## src/rtl/dmem_pkg.sv

```systemverilog
`default_nettype none
// ============================================================================
// Module   : dmem_pkg
// Purpose  : Shared types and constants for the data-memory responder:
//            FSM state encoding, data/address widths, wait counter width.
// Revision : 1.0 - initial release
// ============================================================================
package dmem_pkg;

    localparam int WORD_W = 32;
    localparam int ADDR_W = 32;
    // Wide enough for WAIT_CYCLES up to 15.
    localparam int CNT_W  = 4;

    typedef enum logic [1:0] {
        IDLE   = 2'd0,
        WAIT   = 2'd1,
        ACCESS = 2'd2,
        RESP   = 2'd3
    } state_t;

endpackage : dmem_pkg
`default_nettype wire

```

## src/rtl/dmem_responder_if.sv

```systemverilog
`default_nettype none
// ============================================================================
// Module   : dmem_responder_if
// Purpose  : Data-side request/response bus between an initiator and the
//            memory responder.
// Signals  : req, we, a, wd   (initiator -> responder)
//            rdata, ack, err, busy (responder -> initiator)
// Revision : 1.0 - initial release
// ============================================================================
interface dmem_responder_if;
    import dmem_pkg::*;

    logic              req;
    logic              we;
    logic [ADDR_W-1:0] a;
    logic [WORD_W-1:0] wd;
    logic [WORD_W-1:0] rdata;
    logic              ack;
    logic              err;
    logic              busy;

    modport master (output req, we, a, wd, input rdata, ack, err, busy);
    modport slave  (input req, we, a, wd, output rdata, ack, err, busy);

endinterface : dmem_responder_if
`default_nettype wire

```

## src/rtl/dmem_array.sv

```systemverilog
`default_nettype none
// ============================================================================
// Module   : dmem_array
// Purpose  : Single-port DEPTH x 32 storage, synchronous write, registered
//            read. The read register only loads on a read access, so it holds
//            the last read value across writes and idle cycles.
// Ports    : clk, reset   - clock, async active-high reset (read reg only)
//            i_en, i_we   - access enable, write select
//            i_addr       - word index
//            i_wdata      - write data
//            o_rdata      - registered read data
// Revision : 1.0 - initial release
// ============================================================================
module dmem_array
    import dmem_pkg::*;
#(
    parameter int DEPTH = 64
) (
    input  wire                     clk,
    input  wire                     reset,
    input  wire                     i_en,
    input  wire                     i_we,
    input  wire [$clog2(DEPTH)-1:0] i_addr,
    input  wire [WORD_W-1:0]        i_wdata,
    output logic [WORD_W-1:0]       o_rdata
);

    // Storage is deliberately not reset.
    logic [WORD_W-1:0] r_mem [DEPTH];
    logic [WORD_W-1:0] r_rdata;

    always_ff @(posedge clk) begin
        if (i_en && i_we) begin
            r_mem[i_addr] <= i_wdata;
        end
    end

    always_ff @(posedge clk or posedge reset) begin
        if (reset) begin
            r_rdata <= '0;
        end else if (i_en && !i_we) begin
            r_rdata <= r_mem[i_addr];
        end
    end

    assign o_rdata = r_rdata;

endmodule : dmem_array
`default_nettype wire

```

## src/rtl/dmem_responder.sv

```systemverilog
`default_nettype none
// ============================================================================
// Module   : dmem_responder
// Purpose  : Wait-state data-memory responder. Accepts one request at a time
//            in IDLE, inserts WAIT_CYCLES wait states, accesses the array and
//            returns a one-cycle ack. Misaligned or out-of-range addresses
//            are answered immediately with err=1 and touch nothing.
// Ports    : clk   - clock
//            reset - asynchronous active-high reset
//            bus   - dmem_responder_if.slave (req/we/a/wd in,
//                    rdata/ack/err/busy out, all outputs registered)
// Options  : DMEM_WRITE_POST_EN - valid writes are acked at error latency and
//            committed from a one-entry post buffer WAIT_CYCLES+1 cycles
//            later; new requests stall while the entry is pending.
// Revision : 1.0 - initial release
// ============================================================================
module dmem_responder
    import dmem_pkg::*;
#(
    parameter int DEPTH       = 64,
    parameter int WAIT_CYCLES = 2
) (
    input  wire            clk,
    input  wire            reset,
    dmem_responder_if.slave bus
);

    localparam int               c_idx_w     = $clog2(DEPTH);
    localparam logic [CNT_W-1:0] c_wait_init = CNT_W'((WAIT_CYCLES > 0) ? (WAIT_CYCLES - 1) : 0);

    state_t             r_state;
    state_t             w_state_next;
    logic [CNT_W-1:0]   r_cnt;
    logic [CNT_W-1:0]   w_cnt_next;
    logic               r_we;
    logic [c_idx_w-1:0] r_idx;
    logic [WORD_W-1:0]  r_wd;
    logic               r_ack;
    logic               r_err;
    logic               r_busy;
    logic               w_capture;
    logic               w_err_next;
    logic               w_bad;
    logic               w_stall;
    logic               w_mem_en;
    logic               w_mem_we;
    logic               w_busy_next;
    logic [WORD_W-1:0]  w_rdata;

    // Index bits above the array range, or any byte offset, make the request illegal.
    assign w_bad = (|bus.a[1:0]) | (|bus.a[ADDR_W-1:c_idx_w+2]);

`ifdef DMEM_WRITE_POST_EN
    localparam logic [CNT_W-1:0] c_post_init = CNT_W'(WAIT_CYCLES);

    logic r_pend;
    logic w_pend_next;

    // The posted entry reuses the captured idx/wd registers: nothing new is
    // accepted while it is pending, so they cannot be overwritten.
    assign w_stall = r_pend;
`else
    assign w_stall = 1'b0;
`endif

    always_comb begin
        w_state_next = r_state;
        w_cnt_next   = r_cnt;
        w_capture    = 1'b0;
        w_err_next   = 1'b0;
        w_mem_en     = 1'b0;
        w_mem_we     = r_we;
`ifdef DMEM_WRITE_POST_EN
        w_pend_next  = r_pend;
`endif
        case (r_state)
            IDLE: begin
                if (bus.req && !w_stall) begin
                    w_capture = 1'b1;
                    if (w_bad) begin
                        w_state_next = RESP;
                        w_err_next   = 1'b1;
`ifdef DMEM_WRITE_POST_EN
                    end else if (bus.we) begin
                        w_state_next = RESP;
                        w_pend_next  = 1'b1;
                        w_cnt_next   = c_post_init;
`endif
                    end else if (WAIT_CYCLES == 0) begin
                        w_state_next = ACCESS;
                    end else begin
                        w_state_next = WAIT;
                        w_cnt_next   = c_wait_init;
                    end
                end
            end
            WAIT: begin
                // Counter stops at zero on the exit edge; it never wraps.
                if (r_cnt == '0) begin
                    w_state_next = ACCESS;
                end else begin
                    w_cnt_next = r_cnt - CNT_W'(1);
                end
            end
            ACCESS: begin
                w_mem_en     = 1'b1;
                w_state_next = RESP;
            end
            RESP: begin
                // Leave unconditionally; a still-high req is seen again in IDLE.
                w_state_next = IDLE;
            end
            default: begin
                w_state_next = IDLE;
            end
        endcase
`ifdef DMEM_WRITE_POST_EN
        // Posted writes never pass through WAIT/ACCESS, so the counter and
        // the array port are free for the commit countdown.
        if (r_pend) begin
            if (r_cnt == '0) begin
                w_mem_en    = 1'b1;
                w_mem_we    = 1'b1;
                w_pend_next = 1'b0;
            end else begin
                w_cnt_next = r_cnt - CNT_W'(1);
            end
        end
        w_busy_next = (w_state_next != IDLE) | w_pend_next;
`else
        w_busy_next = (w_state_next != IDLE);
`endif
    end

    always_ff @(posedge clk or posedge reset) begin
        if (reset) begin
            r_state <= IDLE;
            r_cnt   <= '0;
            r_ack   <= 1'b0;
            r_err   <= 1'b0;
            r_busy  <= 1'b0;
            r_we    <= 1'b0;
            r_idx   <= '0;
            r_wd    <= '0;
        end else begin
            r_state <= w_state_next;
            r_cnt   <= w_cnt_next;
            // Outputs are registered from the next state so ack/err line up
            // with the RESP cycle itself.
            r_ack   <= (w_state_next == RESP);
            r_err   <= w_err_next;
            r_busy  <= w_busy_next;
            if (w_capture) begin
                r_we  <= bus.we;
                r_idx <= bus.a[c_idx_w+1:2];
                r_wd  <= bus.wd;
            end
        end
    end

`ifdef DMEM_WRITE_POST_EN
    always_ff @(posedge clk or posedge reset) begin
        if (reset) begin
            r_pend <= 1'b0;
        end else begin
            r_pend <= w_pend_next;
        end
    end
`endif

    dmem_array #(
        .DEPTH (DEPTH)
    ) u_array (
        .clk     (clk),
        .reset   (reset),
        .i_en    (w_mem_en),
        .i_we    (w_mem_we),
        .i_addr  (r_idx),
        .i_wdata (r_wd),
        .o_rdata (w_rdata)
    );

    assign bus.rdata = w_rdata;
    assign bus.ack   = r_ack;
    assign bus.err   = r_err;
    assign bus.busy  = r_busy;

endmodule : dmem_responder
`default_nettype wire

```

## src/flat_wrapper.sv

```systemverilog
// flat-port wrapper written by rule: the top's interface ports become plain ports
module dmem_responder_flat import dmem_pkg::*;
#(
    parameter int DEPTH       = 64,
    parameter int WAIT_CYCLES = 2
)
  (clk, reset, bus_req, bus_we, bus_a, bus_wd, bus_rdata, bus_ack, bus_err, bus_busy);
  dmem_responder_if bus_i ();
  input  wire clk;
  input  wire reset;
  input wire logic [$bits(bus_i.req)-1:0] bus_req;
  input wire logic [$bits(bus_i.we)-1:0] bus_we;
  input wire logic [$bits(bus_i.a)-1:0] bus_a;
  input wire logic [$bits(bus_i.wd)-1:0] bus_wd;
  output wire logic [$bits(bus_i.rdata)-1:0] bus_rdata;
  output wire logic [$bits(bus_i.ack)-1:0] bus_ack;
  output wire logic [$bits(bus_i.err)-1:0] bus_err;
  output wire logic [$bits(bus_i.busy)-1:0] bus_busy;
  assign bus_i.req = bus_req;
  assign bus_i.we = bus_we;
  assign bus_i.a = bus_a;
  assign bus_i.wd = bus_wd;
  assign bus_rdata = bus_i.rdata;
  assign bus_ack = bus_i.ack;
  assign bus_err = bus_i.err;
  assign bus_busy = bus_i.busy;
  dmem_responder #(.DEPTH(DEPTH), .WAIT_CYCLES(WAIT_CYCLES)) u_core (.clk(clk), .reset(reset), .bus(bus_i));
endmodule
```

## config.mk

```make
export PLATFORM = sky130hd
export DESIGN_NAME = dmem_responder_flat
export DESIGN_NICKNAME = d
export VERILOG_FILES = /design/src/rtl/dmem_pkg.sv /design/src/rtl/dmem_responder_if.sv /design/src/rtl/dmem_array.sv /design/src/rtl/dmem_responder.sv /design/src/flat_wrapper.sv
export SDC_FILE = /design/constraint.sdc
export NUM_CORES = 2
export LEC_CHECK = 0
export CAP_MARGIN = 0
export CORE_UTILIZATION = 33
export CTS_BUF_LIST = sky130_fd_sc_hd__clkbuf_16
export DETAILED_ROUTE_END_ITERATION = 8
export PLACE_DENSITY_LB_ADDON = 0.1
export SLEW_MARGIN = 20
export SYNTH_ARGS = -nofsm -noshare
export SYNTH_HDL_FRONTEND = slang
export SYNTH_HIERARCHICAL = 1
export SYNTH_SLANG_ARGS = --single-unit
```

## constraint.sdc

```tcl
create_clock -name clk -period 4 [get_ports clk]
set_clock_uncertainty 0.15 [all_clocks]
set_input_delay 0.6 -clock clk [delete_from_list [all_inputs] [get_ports clk]]
set_output_delay 0.6 -clock clk [all_outputs]
set_load 0.01 [all_outputs]
```

Word-level counts from Yosys, hierarchy flattened
Memories as Yosys holds them, arrays and structs flattened. A register that Yosys moved wholly into a read port is not among the register bits.
Index checks and enable logic that the tools add are counted.
- bits of input ports: 68
- word-level logic and storage cells: 44
- register bits after elaboration: 48
- memory bits (writable): 2048
- memories: 1
- bitwise operators: 1
- reduce and logical (&&, ||, !) cells: 10
- eq/ne operators: 7
- add/sub/neg operators: 1
- mux-type cells: 16
- memories (memory ; depth ; width ; read ports ; clocked after memory_dff ; wr ports ; RTL line ; text):
    u_core.u_array.r_mem ; 64 ; 32 ; 1 ; 1 ; 1 ; dmem_array.sv:29 ; logic [WORD_W-1:0] r_mem [DEPTH];
- operators with widths (operator ; count):
    $reduce_or A24 Y1 ; 1
    $mux W4 ; 3
    $mux W1 ; 8
    $pmux W2 S4 ; 1
    $pmux W4 S2 ; 1
    $eq A2 B2 Y1 const B ; 3
    $mux W2 ; 3
    $ne A2 B2 Y1 const B ; 3
    $logic_not A4 Y1 ; 1
    $reduce_and A4 Y1 ; 1
    $reduce_bool A2 Y1 ; 2
    $sub A4 B1 Y4 const B ; 1
    $eq A2 B1 Y1 const B ; 1
    $logic_and A1 B1 Y1 ; 2
    $logic_not A2 Y1 ; 1
    $reduce_or A2 Y1 ; 1
    $logic_not A1 Y1 ; 1
    $or A1 B1 Y1 ; 1

Logic depth before layout (Yosys ltp)
- depth in word-level cells: 6
- mapped depth: 11
- mapped depth without buffers: 7

Hierarchy
The synthesis kept the hierarchy.
- by module, submodules not included (module ; seq. area each (µm²) ; area an instance (µm²) ; cells an instance ; times used):
    dmem_array ; 62299.8 ; 79809.0 ; 4114 ; 1
    dmem_responder ; 1201.2 ; 1964.4 ; 220 ; 1

Least setup slack after synthesis
OpenSTA, ideal clock, no wires.
- kind: flip-flop to flip-flop
- from: reg u_core.r_idx[2]
- to: mem u_core.u_array.r_mem[13][0] (enable)
- buffers on the path: 6
- setup slack: 0.409 ns
- cell stages (with the launch flop): 9
- data arrival time: 3.019 ns
- period minus slack after synthesis: 3.591 ns
- path through: dfrtp_1 -> buf_6 -> buf_6 -> buf_2 -> buf_2 -> buf_2 -> buf_2 -> nand3_1 -> nor2_1
- RTL lines (element ; RTL line ; text):
    from (decl) ; dmem_responder.sv:36 ; logic [c_idx_w-1:0] r_idx;
    from (signal assigned) ; dmem_responder.sv:155 ; r_idx <= bus.a[c_idx_w+1:2];
    to (decl) ; dmem_array.sv:29 ;
Straight into the memory's write port.

==> flow_summary.ini <==
[global_route]
grt_pass1_wl_mm = 411
grt_max_degree = 65
grt_pass1_vias = 46000
gr-total-overflow = 0
antenna_found_initial = 16
grt_usage_pct = 24.1

[critical_path]
cp-end-kind = flip-flop
critPathTopFamily = compound AO/OA/AOI/OAI gates
cp_cell_sequence = buf_12, buf_12, buf_4, mux4_2, mux2i_1, o22ai_1, a2111oi_4, o211ai_1, o32a_1
cp.arrival_ns = 4.54
cp_max_fo = 20
max_stage_delay_ns = 0.77
crit_buf_inv = 3
start_kind = flip-flop
timing.rr.start = u_core/r_idx[2]$_DFFE_PP0P_
cpMostUsedCell = buf_12
worst_r2r_path_depth = 9
required_ns = 4.63
slowest_stage = dfrtp_4
r2r-end = u_core/u_array/o_rdata[11]$_DFFE_PP0P_
path_class = reg2reg
r2r_setup_slack_ns = 0.08

[timing]
rsz0062_at_grt = no
min_period_over_period_pct = 97.9
hold_viol = 0
whs_ns = 0.0948
finalWorstSetupSlack_ns = 0.0840
fmax_mhz = 255
relSlewSlack_pct = 13.6
slew_viol_final = 0
fin_crit_ns = 3.92
setup_violations = 0
worst-slew-pin-transition_ns = 1.28

[cts]
postCtsSetupBuffers = 0
clock_insertion_delay_worst_skew_ns = 0.88
cts-root-buf = clkbuf_16
cts_tree = built
cts_buffer_depth = 3
cts_num_sinks = 2128
path_clk_slew_ns = 0.06
h-tree-depth = 4
cts_made_buffers = 226

[flow_run]
max_cap_viol_count = 0

[route]
wire_per_inst_microns = 36.6
dr.pass1.iters = 6
wl_mm = 304
via_per_inst = 5.66
remaining_drc_errors = 0
via_count = 47000
drtIter0Drc = 5484
ant_nets = 0

[logic_synthesis]
synth_cells = 4334
ys_ff_latch = 2128
yosys_warnings = 6
syn_nets = 4404
yosysSeqAreaShare_pct = 77.7
avgSynthCellArea_sq_um = 18.9
synthFlopType = edfxtp_1
synth_async_sr_flop_share_pct = 3.76
synth.distinct_cells = 72
netlist_area_sq_um = 81800
synth_enable_flop_cells = 2048

[worst_hold_path]
worstHoldEndpoint = u_core/r_wd[10]$_DFFE_PP0P_
hold_depth = 3
hp-class = in2reg
hp-start = bus_wd[10]

[placement]
post-place-cells = 7861
io_buffers = 102
gp_congestion = 0.824
pre_cts_ws_ns = 0.0615
dp_hpwl_mm = 186

[status]
outcome = finished clean

[pwr]
sw_frac_of_total_pct = 35.6
power.leakage_uw = 0.0313
sequentialPowerShare_pct = 41.5
comb_power_share_pct = 30.5
p_sw_uw = 25800
p_clk_share_pct = 28.1
internal_power_uw = 46700
p_per_area_nw_per_um2 = 742
irDropWorstVdd_mv = 0.489
power_uw = 72400

[floorplan]
rows = 182
die_x_microns = 500
ios = 103
die_y_microns = 500
core_sq_um = 246000
design.die.area_sq_um = 250000
start_util_pct = 33.2

[finish]
layout.cells.non_filler = 8291
areaGrowthSynthToFinish_pct = 19.4
layout_commonest_cell = edfxtp_1
nNetsFinal = 4847
final_cell_mix = edfxtp_1 (2048), buf_4 (300), clkbuf_16 (230)
fin_util_pct = 39.7
drive_gt1_share_pct = 24.8
-- power by group through the flow --
stage	registers (uW)	logic, uW	clock network (uW)
detailed placement	30600	22000	0
global placement	30500	21900	0
global route	30200	23000	21500
floorplan	29900	10300	0
CTS	30100	22000	20700
finish	30000	22100	20300
-- tightest hold or removal path: stages --
cell and delay [ns]:
clkdlybuf4s50_1 0.39, nand2_1 0.05, nand2_1 0.04
-- sequential cells by signal, indices dropped and copies added (netlist names) --
signal and count:
u_core/r_cnt 4, u_core/bus.ack 1, u_core/u_array/o_rdata 32, u_core/r_wd 32
u_core/r_idx 6, u_core/u_array/r_mem 2048, u_core/bus.busy 1, u_core/r_state 2
u_core/r_we 1, u_core/bus.err 1
-- cell type report --
class | instances | area [sq um]
inverters | 9 | 46.3
fillers | 22300 | 149000
clock buffers | 230 | 5760
repair buffers | 514 | 5520
flip-flops and latches | 2128 | 63600
well taps | 3312 | 4140
multi-input cells | 1898 | 17200
diodes | 9 | 22.5
clock inverters | 191 | 1340
-- Yosys cell counts (all sizes together) (3+ instances only) --
cell type	n	area (sq um)
buf	198	1250
a22o	30	263
inv	9	33.8
dfrtp	80	2000
o221ai	12	105
a22oi	146	1100
a21oi	101	505
nand3b	7	52.6
o32a	17	170
a221oi	204	1800
o2bb2ai	15	131
and3	10	62.6
a222oi	13	130
nand2b	5	31.3
edfxtp	2048	61500
or2	3	18.8
nor2b	6	37.5
mux2	190	2150
mux2i	165	1650
nand4	6	37.5
nor3b	5	37.5
and2	5	31.3
nand2	210	788
clkbuf	101	379
o22a	7	61.3
nor4	7	58.8
nor3	13	65.1
a31oi	27	169
o22ai	79	494
a211o	3	26.3
o21ai	113	566
a221o	45	450
a41oi	4	35.0
nor2	181	684
mux4	191	4300
o2111ai	11	96.3
a2bb2oi	3	26.3
nand3	20	100
o211ai	7	52.6
o21a	3	22.5
a211oi	6	45.0
-- routing by layer --
metal  GRT usage [%]  wire length [microns]  vias to the layer above
li1                -                      -                    18900
met1            35.7                 139000                    25800
met2            37.3                 138000                     1954
met3            3.62                  20500                      321
met4            5.16                   5970                        2
met5           0.135                     46                        -
-- per-stage QoR --
step           setup TNS (ns)  instance area, sq um
4_1_cts                     0                 97600
3_3_place_gp          -0.0261                 90500
6_report                    0                 97600
3_5_place_dp                0                 90500
5_1_grt                     0                 97600
2_1_floorplan               0                 81800
-- cells by family (layout without fill, tap and decap cells) --
group / after synthesis / count (layout) / synth area share (%)
mux: 546 / 546 / 9.91
fa+ha+maj: 2 / 2 / 0.0306
other cells: 0 / 9 / 0
simple gates: 490 / 490 / 2.57
compound gates: 859 / 859 / 7.80
buf+inv: 308 / 944 / 2.03
xor+xnor: 1 / 1 / 0.0107
flops: 2128 / 2128 / 77.7
-- what timing repair did --
action                     in CTS  in global routing
resized for setup               0                  1
hold buffers                    0                  0
setup endpoints to repair       0                  1
-- how the worst max path moves through the flow --
| stage | from | to | slack (ns) | depth (start not counted) |
|---|---|---|---|---|
| 6_report | u_core/r_idx[2]$_DFFE_PP0P_ | u_core/u_array/o_rdata[11]$_DFFE_PP0P_ | 0.08 | 9 |
| 5_1_grt | u_core/r_idx[0]$_DFFE_PP0P_ | u_core/u_array/o_rdata[11]$_DFFE_PP0P_ | 0.09 | 8 |
| 4_1_cts | u_core/r_idx[0]$_DFFE_PP0P_ | u_core/u_array/o_rdata[11]$_DFFE_PP0P_ | 0.07 | 8 |
| 3_5_place_dp | u_core/r_idx[0]$_DFFE_PP0P_ | u_core/u_array/o_rdata[11]$_DFFE_PP0P_ | 0.06 | 8 |
| 3_3_place_gp | u_core/r_idx[2]$_DFFE_PP0P_ | u_core/u_array/o_rdata[11]$_DFFE_PP0P_ | -0.03 | 8 |
| 2_1_floorplan | u_core/r_idx[2]$_DFFE_PP0P_ | u_core/u_array/r_mem[13][0]$_DFFE_PP_ | 0.41 | 8 |
(Power assumes the default switching activity.)
